<file path="src/rtl/fwnoc_router_egress_arb.sv">
// Packet-level round-robin egress arbiter for one router output port.
// Five requesters (h,n,s,e,w) compete; a winner owns the port for a whole packet.
module fwnoc_router_egress_arb #(
    parameter int LEN_WIDTH = 4
) (
    input  logic        clock,
    input  logic        reset,
    input  logic        h_valid,
    input  logic        n_valid,
    input  logic        s_valid,
    input  logic        e_valid,
    input  logic        w_valid,
    input  logic [31:0] h_dat,
    input  logic [31:0] n_dat,
    input  logic [31:0] s_dat,
    input  logic [31:0] e_dat,
    input  logic [31:0] w_dat,
    output logic        h_ready,
    output logic        n_ready,
    output logic        s_ready,
    output logic        e_ready,
    output logic        w_ready,
    output logic        o_valid,
    output logic [31:0] o_dat,
    input  logic        o_ready,
    output logic [4:0]  grant,
    output logic        busy
);

    localparam logic [0:0] IDLE = 1'b0;
    localparam logic [0:0] BODY = 1'b1;

    logic [0:0]           state;
    logic [2:0]           ptr;
    logic [2:0]           own;
    logic [LEN_WIDTH-1:0] cnt;

    logic [4:0]  req_valid;
    logic [31:0] req_dat [5];
    logic [2:0]  winner;
    logic [2:0]  idx;
    logic        has_req;
    logic [2:0]  sel;
    logic        active;
    logic        ld;
    logic [4:0]  ready_vec;
    logic        hs;
    logic [31:0] sel_dat;

    assign req_valid  = {w_valid, e_valid, s_valid, n_valid, h_valid};
    assign req_dat[0] = h_dat;
    assign req_dat[1] = n_dat;
    assign req_dat[2] = s_dat;
    assign req_dat[3] = e_dat;
    assign req_dat[4] = w_dat;

    function automatic logic [2:0] next_idx(input logic [2:0] i);
        return (i == 3'd4) ? 3'd0 : i + 3'd1;
    endfunction

    // First valid requester at or after ptr, wrapping 4 -> 0.
    always_comb begin
        // NOTE: every variable assigned here gets a default first so no latch is inferred.
        winner  = ptr;
        has_req = 1'b0;
        idx     = ptr;
        for (int k = 0; k < 5; k++) begin
            if (!has_req && req_valid[idx]) begin
                winner  = idx;
                has_req = 1'b1;
            end
            idx = next_idx(idx);
        end
    end

    always_comb begin
        sel       = (state == BODY) ? own : winner;
        active    = (state == BODY) || has_req;
        ld        = !o_valid || o_ready;
        grant     = '0;
        ready_vec = '0;
        if (active) begin
            grant[sel] = 1'b1;
            // A stalled owner still sees ready; the grant is never released mid-packet.
            ready_vec[sel] = ld && reset;
        end
        hs      = |(ready_vec & req_valid);
        sel_dat = req_dat[sel];
    end

    assign {w_ready, e_ready, s_ready, n_ready, h_ready} = ready_vec;
    assign busy = (state == BODY);

    always_ff @(posedge clock) begin
        // NOTE: sequential state uses non-blocking assignments so all registers update together.
        if (!reset) begin
            state   <= IDLE;
            ptr     <= 3'd0;
            own     <= 3'd0;
            cnt     <= '0;
            o_valid <= 1'b0;
            o_dat   <= '0;
        end else begin
            if (ld) begin
                o_valid <= hs;
                if (hs) o_dat <= sel_dat;
            end
            if (hs) begin
                if (state == IDLE) begin
                    cnt <= sel_dat[LEN_WIDTH-1:0];
                    if (sel_dat[LEN_WIDTH-1:0] == '0) begin
                        ptr <= next_idx(sel);
                    end else begin
                        own   <= sel;
                        state <= BODY;
                    end
                end else begin
                    // cnt is at least 1 in BODY, so the decrement cannot wrap.
                    cnt <= cnt - LEN_WIDTH'(1);
                    if (cnt == LEN_WIDTH'(1)) begin
                        ptr   <= next_idx(own);
                        state <= IDLE;
                    end
                end
            end
        end
    end

endmodule
</file>
<file path="config.mk">
export PLATFORM = sky130hd
export DESIGN_NAME = fwnoc_router_egress_arb
export DESIGN_NICKNAME = d
export VERILOG_FILES = /design/src/rtl/fwnoc_router_egress_arb.sv
export SDC_FILE = /design/constraint.sdc
export NUM_CORES = 1
export LEC_CHECK = 0
export BUFFER_PORTS_ARGS = -buffer_cell sky130_fd_sc_hd__buf_2
export CAP_MARGIN = 20
export CORE_ASPECT_RATIO = 1.75
export CORE_MARGIN = 2
export CORE_UTILIZATION = 40
export DETAILED_ROUTE_END_ITERATION = 10
export PLACE_DENSITY = 0.76
export SLEW_MARGIN = 20
export SYNTH_ARGS = -nofsm -noshare
export SYNTH_HDL_FRONTEND = slang
export SYNTH_SLANG_ARGS = --single-unit
</file>
<file path="constraint.sdc">
create_clock -name clock -period 7.4 [get_ports clock]
set_clock_uncertainty 0.15 [all_clocks]
set_input_delay 0.74 -clock clock [delete_from_list [all_inputs] [get_ports clock]]
set_output_delay 0.74 -clock clock [all_outputs]
set_load 0.02 [all_outputs]
</file>
### Yosys cells after proc, flatten, opt, wreduce, memory -nomap -nowiden

Cells that the tools add are included.

| word-level totals | value |
|---|---|
| bits in registers | 44 |
| input port bits | 168 |
| output and inout bits | 44 |

| cells by class | value |
|---|---|
| $add $sub $neg | 7 |
| order comparisons | 8 |
| equality and inequality tests | 8 |
| multiplexer cells | 40 |
| bitwise logic cells | 5 |
| reductions and logical operators | 19 |

Operators with widths:

| operator | count |
|---|---|
| $bmux 32 s3 | 1 |
| $mux 32 | 2 |
| $mux 3 | 14 |
| $lt 3x4->1 const B | 6 |
| $add 3x1->3 const B | 6 |
| $eq 3x3->1 const B | 6 |
| $bmux 1 s3 | 5 |
| $mux 1 | 14 |
| $and 5x5->5 | 2 |
| $mux 5 | 2 |
| $logic_and 1x1->1 | 6 |
| $reduce_and 3->1 | 2 |
| $logic_not 1->1 | 5 |
| $reduce_or 5->1 | 1 |
| $eq 4x1->1 const B | 1 |
| $ge 4x4->1 const B | 1 |
| $logic_not 4->1 | 1 |
| $mux 4 | 1 |
| $not 3->4 | 1 |
| $sub 4x1->4 const B | 1 |
| $demux 1 s3 | 1 |
| $ge 3x1->1 const B | 1 |
| $logic_or 1x1->1 | 2 |
| $ne 2x1->1 const B | 1 |
| other kinds (3) | 4 |

### Depth between registers and ports, before layout

| depth | value |
|---|---|
| depth after elaboration | 25 |
| mapped depth | 27 |
| gate-level depth less buffers | 23 |

### Least setup slack after synthesis

No wires, ideal clock.

| path | value |
|---|---|
| kind | register to output |
| from | reg ptr[0] |
| to | out w_ready |
| arrival | 4.775 ns |
| required time | 6.510 ns |
| setup slack | 1.735 ns |
| cell stages (with the launch flop) | 25 |
| path through | dfxtp_1 > buf_4 > inv_1 > ha_1 > a21oi_2 > inv_1 > ha_1 > o21ai_0 > a22o_1 > inv_1 > ha_1 > inv_1 > o311ai_0 > o211a_4 > or4b_4 > nand4_4 > a21o_2 > o21a_1 > a22oi_2 > buf_6 > buf_4 > nor3_1 > clkbuf_1 > clkbuf_1 > and2_1 |

| between the ends | value |
|---|---|
| word-level cells in the longest chain between the ends | 22 |
| elaborated cells between the ends (all ways) | 48 |

RTL lines:

| element | line | source |
|---|---|---|
| start, declared | 34 | `logic [2:0] ptr;` |
| start signal, assigned | 112 | `ptr <= next_idx(sel);` |
| start signal, assigned | 121 | `ptr <= next_idx(own);` |
| branches (longest 21 deep; another with $add 3x1->3) | - |  |
| $mux 5 (*) | 82 | `if (active) begin` |
| end, declared | 22 | `output logic w_ready,` |

Mark *: on every way between the ends. The select of a mux whose other input is x is not followed.

### Final worst setup path

| path | value |
|---|---|
| from | reg ptr[0] |
| to | out grant[4] |

| between the ends | value |
|---|---|
| word-level cells in the longest chain between the ends | 21 |
| elaborated cells between the ends (all ways) | 47 |

RTL lines:

| element | line | source |
|---|---|---|
| branches (longest 20 deep; another with $add 3x1->3) | - |  |
| $mux 5 (*) | 82 |  |
| end, declared | 26 | `output logic [4:0] grant,` |

Marks and branches as above.

==> metrics.yaml <==
status: "complete, no violations"
root_buffer: "clkbuf_16"
gp_congestion: 0.993
initial_core_util_pct: 40.6
routedWlPerCell_um: 17.7
finalHoldViolCount: 0
worstSetupEndpointType: "output pin"
die_w_um: 82.3
path_clk_slew_ns: 0.07
grt_use_met2_pct: 43.3
yosys-top-cells-area: "dfxtp_1 (21%), mux2_2 (9.2%), mux2i_1 (9.1%), a221oi_1 (6.3%), o21ai_0 (4.9%)"
yosysUniqueCellTypes: 73
maxSlewHeadroom_pct: 52.1
synth_seq_area_share_pct: 20.5
vias: 4977
dieArea_mm2: 0.0116
seqCellArea_um2: 881
finalSetupTns_ns: 0
fill_cells: 1001
io_buffers: 211
nets: 903
vias_per_cell: 5.79
reg2reg_from: "ptr[0]"
synth-edff-count: 0
cpMostUsedCell: "inv_1"
rows: 50
areaGrowthSynthToFinish_pct: 28.8
postLayoutCoreUtil_pct: 52.3
drt_pass1_iterations: 5
worstMarginPinSlew_ns: 0.718
finalSetupViolations: 0
coreArea_mm2: 0.0106
synth_flop_cell: "dfxtp_1"
busiest_layer: "met2"
grt_max_degree: 80
use_met3_pct: 4.03
drt_wl_total_um: 15300
critPathLaunchType: "flip-flop"
worstPathArrival_ns: 5.75
rsz0062_at_grt: "false"
antenna_found_initial: 2
postSynth.asyncResetShare_pct: 0
track_usage_pct: 26.1
syn-cell-area_mm2: 0.00430
grt_pass1_vias: 4950
io_pins: 212
critPathMaxStageDelay_ns: 0.60
drc: 0
cts_buffers: 5
holdCritStartpoint: "o_dat[1]"
drt-initial-drc-count: 200
cp_data_required_time_ns: 6.51
clock_latency_ns: 0.29
place_hpwl_um: 12100
postCtsSetupBuffers: 0
slew_violations: 0
grt_overflow: 0
fin_crit_sh_pct: 89.7
syn_nets: 723
drive_above_1_share_pct: 39.8
hp-class: "reg -> reg"
max_freq_mhz: 151
die_h_um: 141
cts_tree: "done"
yosys.area.top_type: "dfxtp_1"
cp.buffers_inverters: 7
cp-startpoint: "ptr[0]"
cts_hold_buf: 0
syn_area_per_cell_um2: 7.93
multi_input_comb_area_mm2: 0.00312
htreeDepth: 2
final_period_minus_worst_setup_slack_ns: 6.64
path_class: "reg -> out"
grt_util_met1_pct: 30.1
yosys_warnings: 0
cpLargestDelayFamily: "buffers and inverters"
cp_cell_sequence: "inv_1, ha_1, a21oi_2, inv_1, ha_1, o21ai_0, a22o_1, inv_1, ha_1, inv_1, o311ai_0, o211a_4, or4b_4, nand4_4, a21oi_1, a211o_1, a22oi_2, buf_4, buf_4, nor4_1, buf_2"
cts.sink_count: 44
synth_cells: 542
synthDominantCellAreaShare_pct: 20.5
cap_viol_max_count: 0
final_cell_mix: "buf_2 (211), nand2_1 (50), dfxtp_1 (44)"
cts-resized-gates: 0
ant_nets: 0
cts_buffer_depth: 2
synth_seq_cells: 44
grt_pass1_wl_um: 23700
final_common_cell: "buf_2"
crit_fanout: 39
crit_slowest_cell: "dfxtp_1"
-- kinds of logic after synthesis --
family	share of synthesized area, %
AND/OR/NAND/NOR	24.7
AO/OA/AOI/OAI	23.3
multiplexers	20.5
buffers and inverters	7.22
flip-flops	20.5
adder cells (fa/ha/maj)	3.79
-- through the flow --
| stage | hold slack [ns] | cell area, um^2 | worst slack (ns) | instances |
|---|---|---|---|---|
| 2_1_floorplan | 0.305 | 4300 | 1.74 | 542 |
| 3_3_place_gp | 0.295 | 5350 | 1.30 | 845 |
| 3_5_place_dp | 0.305 | 5350 | 1.08 | 845 |
| 4_1_cts | 0.313 | 5520 | 0.791 | 853 |
| 5_1_grt | 0.321 | 5520 | 0.354 | 855 |
| 6_report | 0.312 | 5530 | 0.759 | 860 |
-- sequential cells by signal (all words and copies together), names as in the netlist --
name,flops
busy,1
ptr,3
o_dat,32
o_valid,1
own,3
cnt,4
-- worst register-to-register path, stage by stage (launching register included) --
cell	delay (ns)
dfxtp_1	0.60
inv_1	0.18
ha_1	0.30
a21oi_2	0.24
inv_1	0.09
ha_1	0.21
o21ai_0	0.08
a22o_1	0.29
inv_1	0.16
ha_1	0.22
inv_1	0.08
o311ai_0	0.15
o211a_4	0.31
o21ai_1	0.24
nand4_4	0.16
and4_1	0.30
o22ai_4	0.56
buf_4	0.45
nand2_1	0.18
o32a_4	0.51
a21o_1	0.30
a32o_1	0.20
a221o_1	0.34
-- synth_stat cells (5+ instances only) --
cell	number
nand2_1	50
clkbuf_1	23
nand3_1	7
o21ai_0	42
and3_1	7
buf_4	7
nor4_1	5
dfxtp_1	44
a221oi_1	31
mux2_2	35
a211oi_1	8
mux2i_1	39
nor2b_1	32
nor3_1	41
buf_2	8
inv_1	20
nor2_1	25
a21oi_1	18
ha_1	13
-- final timing paths --
kind	slack (ns)	to	depth (start not counted)
min	0.31	o_dat[1]	2
min reg2reg	0.31	o_dat[1]	2
max	0.76	grant[4]	21
max reg2reg	0.97	ptr[2]	22
-- layout make-up --
cell class	count	area share [%]
diodes	7	0.317
clock buffers	6	2.33
clock inverters	2	0.633
inverters	22	1.49
multi-input cells	431	56.3
flip-flops and latches	44	15.9
well taps	130	2.94
repair buffers	218	20.0
-- metal layers --
| layer | vias up | routed length [um] |
|---|---|---|
| met1 | 2276 | 5570 |
| met2 | 259 | 7510 |
| met5 | - | 0 |
| li1 | 2375 | - |
| met3 | 67 | 1240 |
| met4 | 0 | 941 |
Power is not shown: default switching activity piles up to over one toggle a cycle in this logic, so the estimate is an artifact.
